**config.mk**
```make
export PLATFORM = sky130hd
export DESIGN_NAME = maxpool_window_sched_flat
export DESIGN_NICKNAME = d
export VERILOG_FILES = /design/src/rtl/maxpool_window_sched_if.sv /design/src/rtl/maxpool_window_sched.sv /design/src/flat_wrapper.sv
export SDC_FILE = /design/constraint.sdc
export NUM_CORES = 2
export LEC_CHECK = 0
export CAP_MARGIN = 20
export CORE_MARGIN = 8
export CORE_UTILIZATION = 33
export DETAILED_ROUTE_END_ITERATION = 8
export HOLD_SLACK_MARGIN = 0.12
export SLEW_MARGIN = 40
export SYNTH_ARGS = -nofsm -noshare
export SYNTH_HDL_FRONTEND = slang
export SYNTH_MEMORY_MAX_BITS = 65536
export SYNTH_SLANG_ARGS = --single-unit
```
**constraint.sdc**
```tcl
create_clock -name clk -period 11.8 [get_ports clk]
set_input_delay 2.36 -clock clk [delete_from_list [all_inputs] [get_ports clk]]
set_output_delay 2.36 -clock clk [all_outputs]
set_load 0.02 [all_outputs]
```
**src/rtl/maxpool_window_sched_if.sv**
```systemverilog
// rtl/maxpool_window_sched_if.sv - pixel stream, window and pooled-result bundle for maxpool_window_sched
interface maxpool_window_sched_if #(
  parameter int DATA_WIDTH = 32
);
  logic [DATA_WIDTH-1:0]   pix_in;
  logic                    pix_valid;
  logic                    pix_ready;
  logic [9*DATA_WIDTH-1:0] win_data;
  logic                    win_valid;
  logic                    res_valid;
  logic [5:0]              res_row;
  logic [5:0]              res_col;

  modport master (
    output pix_in, pix_valid,
    input  pix_ready, win_data, win_valid, res_valid, res_row, res_col
  );

  modport slave (
    input  pix_in, pix_valid,
    output pix_ready, win_data, win_valid, res_valid, res_row, res_col
  );
endinterface

```
**src/rtl/maxpool_window_sched.sv**
```systemverilog
// rtl/maxpool_window_sched.sv - 3x3 max-pool window sequencer with line buffers and latency tracker
module maxpool_window_sched #(
  parameter int DATA_WIDTH = 32,
  parameter int MAX_WIDTH  = 64,
  parameter int PIPE_LAT   = 4
) (
  input  logic                       clk,
  input  logic                       rst,
  input  logic [6:0]                 cfg_width_i,
  input  logic [6:0]                 cfg_height_i,
  input  logic [1:0]                 cfg_stride_i,
  input  logic                       start_i,
  maxpool_window_sched_if.slave      bus,
  output logic                       busy_o,
  output logic                       done_o,
  output logic                       cfg_err_o
);
  localparam logic [1:0] ST_IDLE   = 2'd0;
  localparam logic [1:0] ST_STREAM = 2'd1;
  localparam logic [1:0] ST_DRAIN  = 2'd2;
  localparam logic [1:0] ST_DONE   = 2'd3;
  localparam int AW = (MAX_WIDTH > 1) ? $clog2(MAX_WIDTH) : 1;

  logic [1:0] state_q, state_d;
  logic [6:0] width_q, width_d, height_q, height_d;
  logic       stride2_q, stride2_d;
  logic [6:0] irow_q, irow_d, icol_q, icol_d;
  logic       cfg_err_q, cfg_err_d;
  logic       win_valid_q, win_valid_d;
  logic [5:0] win_row_q, win_row_d, win_col_q, win_col_d;

  logic [DATA_WIDTH-1:0] tap_q [9];
  logic [DATA_WIDTH-1:0] lb0_q [MAX_WIDTH];
  logic [DATA_WIDTH-1:0] lb1_q [MAX_WIDTH];
  logic                  trk_valid_q [PIPE_LAT];
  logic [5:0]            trk_row_q   [PIPE_LAT];
  logic [5:0]            trk_col_q   [PIPE_LAT];

  logic          accept;
  logic          cfg_ok;
  logic          win_hit;
  logic          last_pix;
  logic          pending;
  logic [6:0]    irow_m2, icol_m2;
  logic [AW-1:0] lb_addr;

  assign accept   = (state_q == ST_STREAM) && bus.pix_valid;
  assign cfg_ok   = (cfg_width_i >= 7'd3) && (cfg_width_i <= 7'(MAX_WIDTH)) &&
                    (cfg_height_i >= 7'd3) && (cfg_height_i <= 7'd64) &&
                    ((cfg_stride_i == 2'd1) || (cfg_stride_i == 2'd2));
  assign irow_m2  = irow_q - 7'd2;
  assign icol_m2  = icol_q - 7'd2;
  // With stride 2, (n-2) mod 2 == 0 reduces to the low bit of n-2.
  assign win_hit  = (irow_q >= 7'd2) && (icol_q >= 7'd2) &&
                    (!stride2_q || (!irow_m2[0] && !icol_m2[0]));
  assign last_pix = (irow_q == height_q - 7'd1) && (icol_q == width_q - 7'd1);
  assign lb_addr  = icol_q[AW-1:0];

  // The frame is finished once nothing is left ahead of the tracker's output stage.
  always_comb begin
    pending = win_valid_q;
    for (int i = 0; i < PIPE_LAT - 1; i++) begin
      pending = pending | trk_valid_q[i];
    end
  end

  always_comb begin
    state_d     = state_q;
    width_d     = width_q;
    height_d    = height_q;
    stride2_d   = stride2_q;
    irow_d      = irow_q;
    icol_d      = icol_q;
    cfg_err_d   = 1'b0;
    win_valid_d = 1'b0;
    win_row_d   = win_row_q;
    win_col_d   = win_col_q;
    case (state_q)
      ST_IDLE: begin
        if (start_i) begin
          if (cfg_ok) begin
            width_d   = cfg_width_i;
            height_d  = cfg_height_i;
            stride2_d = (cfg_stride_i == 2'd2);
            irow_d    = 7'd0;
            icol_d    = 7'd0;
            state_d   = ST_STREAM;
          end else begin
            cfg_err_d = 1'b1;
          end
        end
      end
      ST_STREAM: begin
        if (accept) begin
          win_valid_d = win_hit;
          win_row_d   = stride2_q ? irow_m2[6:1] : irow_m2[5:0];
          win_col_d   = stride2_q ? icol_m2[6:1] : icol_m2[5:0];
          if (last_pix) begin
            state_d = ST_DRAIN;
          end else if (icol_q == width_q - 7'd1) begin
            icol_d = 7'd0;
            irow_d = irow_q + 7'd1;
          end else begin
            icol_d = icol_q + 7'd1;
          end
        end
      end
      ST_DRAIN: begin
        if (!pending) begin
          state_d = ST_DONE;
        end
      end
      default: begin
        state_d = ST_IDLE;
      end
    endcase
  end

  always_ff @(posedge clk) begin
    if (rst) begin
      state_q     <= ST_IDLE;
      width_q     <= 7'd0;
      height_q    <= 7'd0;
      stride2_q   <= 1'b0;
      irow_q      <= 7'd0;
      icol_q      <= 7'd0;
      cfg_err_q   <= 1'b0;
      win_valid_q <= 1'b0;
      win_row_q   <= 6'd0;
      win_col_q   <= 6'd0;
      for (int k = 0; k < 9; k++) begin
        tap_q[k] <= '0;
      end
      for (int i = 0; i < PIPE_LAT; i++) begin
        trk_valid_q[i] <= 1'b0;
        trk_row_q[i]   <= 6'd0;
        trk_col_q[i]   <= 6'd0;
      end
    end else begin
      state_q     <= state_d;
      width_q     <= width_d;
      height_q    <= height_d;
      stride2_q   <= stride2_d;
      irow_q      <= irow_d;
      icol_q      <= icol_d;
      cfg_err_q   <= cfg_err_d;
      win_valid_q <= win_valid_d;
      win_row_q   <= win_row_d;
      win_col_q   <= win_col_d;
      if (accept) begin
        tap_q[0] <= tap_q[1];
        tap_q[1] <= tap_q[2];
        tap_q[2] <= lb1_q[lb_addr];
        tap_q[3] <= tap_q[4];
        tap_q[4] <= tap_q[5];
        tap_q[5] <= lb0_q[lb_addr];
        tap_q[6] <= tap_q[7];
        tap_q[7] <= tap_q[8];
        tap_q[8] <= bus.pix_in;
      end
      trk_valid_q[0] <= win_valid_q;
      trk_row_q[0]   <= win_row_q;
      trk_col_q[0]   <= win_col_q;
      for (int i = 1; i < PIPE_LAT; i++) begin
        trk_valid_q[i] <= trk_valid_q[i-1];
        trk_row_q[i]   <= trk_row_q[i-1];
        trk_col_q[i]   <= trk_col_q[i-1];
      end
    end
  end

  // Line buffers are indexed by column, so each entry holds the pixel one row above.
  always_ff @(posedge clk) begin
    if (accept) begin
      lb1_q[lb_addr] <= lb0_q[lb_addr];
      lb0_q[lb_addr] <= bus.pix_in;
    end
  end

  for (genvar k = 0; k < 9; k++) begin : g_win
    assign bus.win_data[DATA_WIDTH*k +: DATA_WIDTH] = tap_q[k];
  end

  assign bus.pix_ready = (state_q == ST_STREAM);
  assign bus.win_valid = win_valid_q;
  assign bus.res_valid = trk_valid_q[PIPE_LAT-1];
  assign bus.res_row   = trk_row_q[PIPE_LAT-1];
  assign bus.res_col   = trk_col_q[PIPE_LAT-1];
  assign busy_o        = (state_q == ST_STREAM) || (state_q == ST_DRAIN);
  assign done_o        = (state_q == ST_DONE);
  assign cfg_err_o     = cfg_err_q;
endmodule

```
**src/flat_wrapper.sv**
```systemverilog
// flat-port wrapper written by rule: the top's interface ports become plain ports
module maxpool_window_sched_flat 
#(
  parameter int DATA_WIDTH = 32,
  parameter int MAX_WIDTH  = 64,
  parameter int PIPE_LAT   = 4
)
  (clk, rst, cfg_width_i, cfg_height_i, cfg_stride_i, start_i, busy_o, done_o, cfg_err_o, bus_pix_in, bus_pix_valid, bus_pix_ready, bus_win_data, bus_win_valid, bus_res_valid, bus_res_row, bus_res_col);
  maxpool_window_sched_if #(.DATA_WIDTH(DATA_WIDTH)) bus_i ();
  input  logic clk;
  input  logic rst;
  input  logic [6:0] cfg_width_i;
  input  logic [6:0] cfg_height_i;
  input  logic [1:0] cfg_stride_i;
  input  logic start_i;
  output logic busy_o;
  output logic done_o;
  output logic cfg_err_o;
  input wire logic [$bits(bus_i.pix_in)-1:0] bus_pix_in;
  input wire logic [$bits(bus_i.pix_valid)-1:0] bus_pix_valid;
  output wire logic [$bits(bus_i.pix_ready)-1:0] bus_pix_ready;
  output wire logic [$bits(bus_i.win_data)-1:0] bus_win_data;
  output wire logic [$bits(bus_i.win_valid)-1:0] bus_win_valid;
  output wire logic [$bits(bus_i.res_valid)-1:0] bus_res_valid;
  output wire logic [$bits(bus_i.res_row)-1:0] bus_res_row;
  output wire logic [$bits(bus_i.res_col)-1:0] bus_res_col;
  assign bus_i.pix_in = bus_pix_in;
  assign bus_i.pix_valid = bus_pix_valid;
  assign bus_pix_ready = bus_i.pix_ready;
  assign bus_win_data = bus_i.win_data;
  assign bus_win_valid = bus_i.win_valid;
  assign bus_res_valid = bus_i.res_valid;
  assign bus_res_row = bus_i.res_row;
  assign bus_res_col = bus_i.res_col;
  maxpool_window_sched #(.DATA_WIDTH(DATA_WIDTH), .MAX_WIDTH(MAX_WIDTH), .PIPE_LAT(PIPE_LAT)) u_core (.clk(clk), .rst(rst), .cfg_width_i(cfg_width_i), .cfg_height_i(cfg_height_i), .cfg_stride_i(cfg_stride_i), .start_i(start_i), .bus(bus_i), .busy_o(busy_o), .done_o(done_o), .cfg_err_o(cfg_err_o));
endmodule
```
Yosys cells after proc, flatten, opt, wreduce, memory -nomap -nowiden
Memories as Yosys holds them, arrays and structs flattened. A register that Yosys moved wholly into a read port is not among the register bits.
Index checks and enable logic that the tools add are counted.
- register bits: 45
- memory bits (writable): 4436
- input bits: 52
- word-level logic and storage cells: 145
- memories: 6
- add/sub/neg operators: 6
- magnitude comparators: 6
- equality and inequality tests: 14
- multiplexer cells: 51
- bitwise gates (word level): 28
- reduce and logical (&&, ||, !) cells: 24
- memory list (memory ; depth ; width ; read ports ; clocked after memory_dff ; wr ports ; line ; source):
    u_core.lb0_q ; 64 ; 32 ; 1 ; 1 ; 1 ; maxpool_window_sched.sv:33 ; logic [DATA_WIDTH-1:0] lb0_q [MAX_WIDTH];
    u_core.lb1_q ; 64 ; 32 ; 1 ; 1 ; 1 ; maxpool_window_sched.sv:34 ; logic [DATA_WIDTH-1:0] lb1_q [MAX_WIDTH];
    u_core.tap_q ; 9 ; 32 ; 9 ; 0 ; 9 ; maxpool_window_sched.sv:32 ; logic [DATA_WIDTH-1:0] tap_q [9];
    u_core.trk_col_q ; 4 ; 6 ; 4 ; 0 ; 4 ; maxpool_window_sched.sv:37 ; logic [5:0] trk_col_q [PIPE_LAT];
    u_core.trk_row_q ; 4 ; 6 ; 4 ; 0 ; 4 ; maxpool_window_sched.sv:36 ; logic [5:0] trk_row_q [PIPE_LAT];
    u_core.trk_valid_q ; 4 ; 1 ; 4 ; 0 ; 4 ; maxpool_window_sched.sv:35 ; logic trk_valid_q [PIPE_LAT];
- operator list (cell ; number):
    $mux 32 ; 9
    $mux 6 ; 14
    $mux 7 ; 8
    $ge 7x2->1 const B ; 4
    $pmux 7 s2 ; 2
    $or 1x1->1 ; 24
    $add 7x1->7 const B ; 2
    $eq 7x7->1 ; 2
    $le 7x7->1 const B ; 2
    $sub 7x1->7 const B ; 2
    $sub 7x2->7 const B ; 2
    $mux 1 ; 12
    $mux 2 ; 5
    $reduce_and 5->1 ; 2
    $logic_and 1x1->1 ; 9
    $ne 2x1->1 const B ; 4
    $eq 2x2->1 const B ; 3
    $ne 2x2->1 const B ; 3
    $pmux 2 s3 ; 1
    $reduce_and 6->1 ; 1
    $reduce_or 3->1 ; 2
    $eq 2x1->1 const B ; 2
    $not 1->1 ; 4
    $logic_not 1->1 ; 3
    other kinds (5) ; 7

Depth between registers and ports, before layout
- depth in word-level cells: 10
- depth in mapped cells: 10
- gate-level depth less buffers: 9

Worst setup path before layout
No wires, ideal clock.
- path kind: input port to flip-flop
- start point: in bus_pix_valid
- end point: mem u_core.tap_q[0][0] (enable)
- setup time: 2176 ps
- data arrival time: 7709 ps
- required time: 9624 ps
- setup slack: 1915 ps
- stages: 4
- path buffers: 2
- cell sequence: nand2_1 clkbuf_1 clkbuf_1 nand2_1
- RTL lines (item ; line ; source):
    start, declared ; flat_wrapper.sv:20 ; input wire logic [$bits(bus_i.pix_valid)-1:0] bus_pix_valid;
    end, declared ; maxpool_window_sched.sv:32 ;

Worst setup path in the final report
- start point: in bus_pix_valid
- end point: mem u_core.lb1_q[14][17] (enable)
- word-level cells in the longest chain between the ends: 3
- ends and longest elaborated chain (item ; line ; source):
    $logic_and 1x1->1 ; maxpool_window_sched.sv:47 ; assign accept = (state_q == ST_STREAM) && bus.pix_valid;
    $mux 1 ; maxpool_window_sched.sv:174 ; if (accept) begin
    $mux 1 (not written as such) ; maxpool_window_sched.sv:175 ; lb1_q[lb_addr] <= lb0_q[lb_addr];
    end, declared ; maxpool_window_sched.sv:34 ;
No other way between the ends.

==> reports/summary.txt <==
Static Leak: 59.51 nW
row count: 263
final hold slack: 0.4324 ns
vias in the first global route: 80.38k
clock root buffer: clkbuf_16
CTS buffer count: 452
endpoints failing setup: 0
Crit path largest cell delay: 0.86 ns
Pwr per Cell Area: 170.5 mW/mm^2
Synth warnings: 0
buffers plus inverters on the worst setup path: 4
core area: 0.5130 mm^2
proportion of layout cells with a drive suffix above 1: 29.75%
DIE AREA: 0.5384 mm^2
Cell Area, Synth: 0.1700 mm^2
Gate power share: 5.8%
Resized cells post-CTS: 0
drt wl/cell: 30.25 um
Psw: 0.007375 W
area leader, netlist: edfxtp_1
Crit Path Category: in -> reg
GP Congestion: 0.7878
synth cell count leaders: edfxtp_1, mux4_2, and2_1
TritonRoute pass-1 iters: 6
Sink Count: 4487
Net Count, Synth: 7007
Worst Tran Pin Value: 1.006 ns
CP top delay family: buffers and inverters
register area: 0.1337 mm^2
Final Cell Area: 0.1988 mm^2
Chip Width: 733.7 um
final-layout fill cell count: 44.77k
fraction of registers with async set/reset: 0%
I/O pins: 358
Worst EP required: 12.37 ns
Reg power frac: 52.8%
Initial DRC Count: 9634
Sw Ratio: 21.76%
TritonCTS clock tree: done
CP Launch Type: input pin
H-Tree Depth: 5
maximum VDD drop: 0.1402 mV
Multi-input gate area: 0.03515 mm^2
Synth Instances: 6937
deepest clock path buffer count: 4
Clock Latency Late Sink: 1.02 ns
status: completed
Congestion Overflow GR: 0
Max Cap Viol: 0
Fin Setup TNS: 0 ns
Layout area overhead: 16.92%
initial antenna violation count: 52
post-synthesis sequential area ratio: 78.65%
max-slew violations: 0
port bufs: 357
Worst Hold Class: reg -> reg
GR Util All Layers: 16.11%
fin util: 38.74%
syn_area_per_cell: 24.51 um^2
number of synthesized flops with an enable pin: 4384
Crit path arrival time: 6.76 ns
post-synth top area share: 77.44%
post-route minimum period: 6.193 ns
die height: 733.7 um
Clock power frac: 41.4%
Vias: 78.41k
first-pass GRT wire length: 625300 um
post-route ant nets: 0
Starting Density: 33.14%
crit-path cells: clkdlybuf4s50_1 > nand2_1 > buf_4 > nor2_1 > nand2_1 > nor2_4 > buf_4 > buf_4
slew margin rel.: 32.96%
clk_skew: 0.08038 ns
nature of the critical path endpoint: flop
post-synth cell types: 55
Final Hold Fails: 0
dpl cell area: 0.1836 mm^2
post-detail-place hpwl: 254300 um
largest net degree at the start of global routing: 147
fmax: 161.5 MHz
clk slew on worst S/H paths: 0.06 ns
largest cells by area after synthesis: edfxtp_1, mux4_2, dfxtp_1
Post-synth top flop: edfxtp_1
drt drc: 0
RSZ-0062 raised after global routing: no
final-stage net count: 7727
Yosys reg bits: 4487
Int Power: 0.02652 W
top-count cell post-synth: edfxtp_1
cell mode on critical path: buf_4
setup bufs post-CTS: 0
Post-CTS Hold Buffers: 0
period utilisation layout: 52.48%
Worst Path Max Fanout: 37
Crit-path slowest cell: clkdlybuf4s50_1
vias per cell: 5.293
total wire length: 448100 um
## cell usage in the layout (no fill, tap or decap), drive strengths merged, types with 28 or more instances in the layout
cell type	instances
dfxtp	103
clkbuf	544
mux4	1344
clkdlybuf4s50	324
diode	39
nor2	119
and2	290
a21oi	28
bufinv	39
buf	319
edfxtp	4384
nor2b	54
inv	40
clkinv	192
## worst reg2reg max path, cell delays in order, from the launching register on
cell and delay [ns]:
dfxtp_4 0.76, buf_12 0.45, buf_16 0.43, buf_12 0.34, buf_16 0.45, mux4_2 0.68
mux4_2 0.56, mux4_4 0.88, buf_4 0.47, and2_1 0.26
## metal layers
| metal | global-route usage [%] | part of all wire [%] |
|---|---|---|
| met1 | 21.44 | 39 |
| met2 | 26.61 | 49 |
| met3 | 2.974 | 8.3 |
| met4 | 5.615 | 3.7 |
| met5 | 0 | 0.023 |
## stage by stage
stage | cells | power (W) | setup WS [ns]
after global routing | 14790 | 0.03486 | 5.629
after global placement | 13900 | 0.02016 | 4.341
final | 14810 | 0.03390 | 5.607
after CTS | 14750 | 0.03420 | 5.741
after floorplan | 6937 | 0.01928 | 1.915
after detailed placement | 13940 | 0.02023 | 4.692
## cell type report
class / count / area share, %
sequential: 4487 / 67.28
multi-input combinational: 2051 / 17.69
clock buffer: 542 / 5.919
tap: 6757 / 4.253
timing repair buffer: 645 / 3.424
clock inverter: 271 / 1.348
antenna: 39 / 0.04910
inverter: 20 / 0.03777
## registers in the layout, indices dropped and copies added, names as in the netlist, named ones only
signal,count
u_core.lb0_q,2048
u_core.tap_q,288
u_core.win_row_q,6
u_core.stride2_q,1
u_core.icol_q,7
u_core.trk_col_q,24
u_core.bus.win_valid,1
u_core.win_col_q,6
u_core.trk_valid_q,4
u_core.lb1_q,2048
u_core.state_q,2
u_core.trk_row_q,24
u_core.cfg_err_o,1
u_core.height_q,7
u_core.width_q,7
u_core.irow_q,7
## cell families after synthesis
| kind of cell | after synthesis | share of synthesized area, % |
|---|---|---|
| AOI/OAI and AO/OA | 88 | 0.3349 |
| buffers and inverters | 399 | 0.9818 |
| and+or+nand+nor | 561 | 1.862 |
| xor gates and xnor gates | 21 | 0.1170 |
| muxes | 1363 | 17.92 |
| DFF | 4487 | 78.65 |
| adders and majority gates | 18 | 0.1325 |
## power by group through the flow
stage / clock, W / sequential [W] / combinational (W)
2_1_floorplan: 0 / 0.0184 / 0.000883
3_3_place_gp: 0 / 0.0183 / 0.00191
3_5_place_dp: 0 / 0.0183 / 0.00197
4_1_cts: 0.0143 / 0.0179 / 0.00197
5_1_grt: 0.0149 / 0.0179 / 0.00208
6_report: 0.0140 / 0.0179 / 0.00196
## path summary, 6_finish.rpt
check	from	endpoint	slack [ns]	cells after the start
worst max-delay path	bus_pix_valid	u_core.lb1_q[14][17]	5.61	8
worst min-delay path	u_core.trk_row_q[0][7]	u_core.trk_row_q[0][13]	0.43	1
worst max register to register	flop	u_core.tap_q[5][12]	6.27	9
worst min register to register	u_core.trk_row_q[0][7]	u_core.trk_row_q[0][13]	0.43	1
Power figures use the tool's default switching activity.
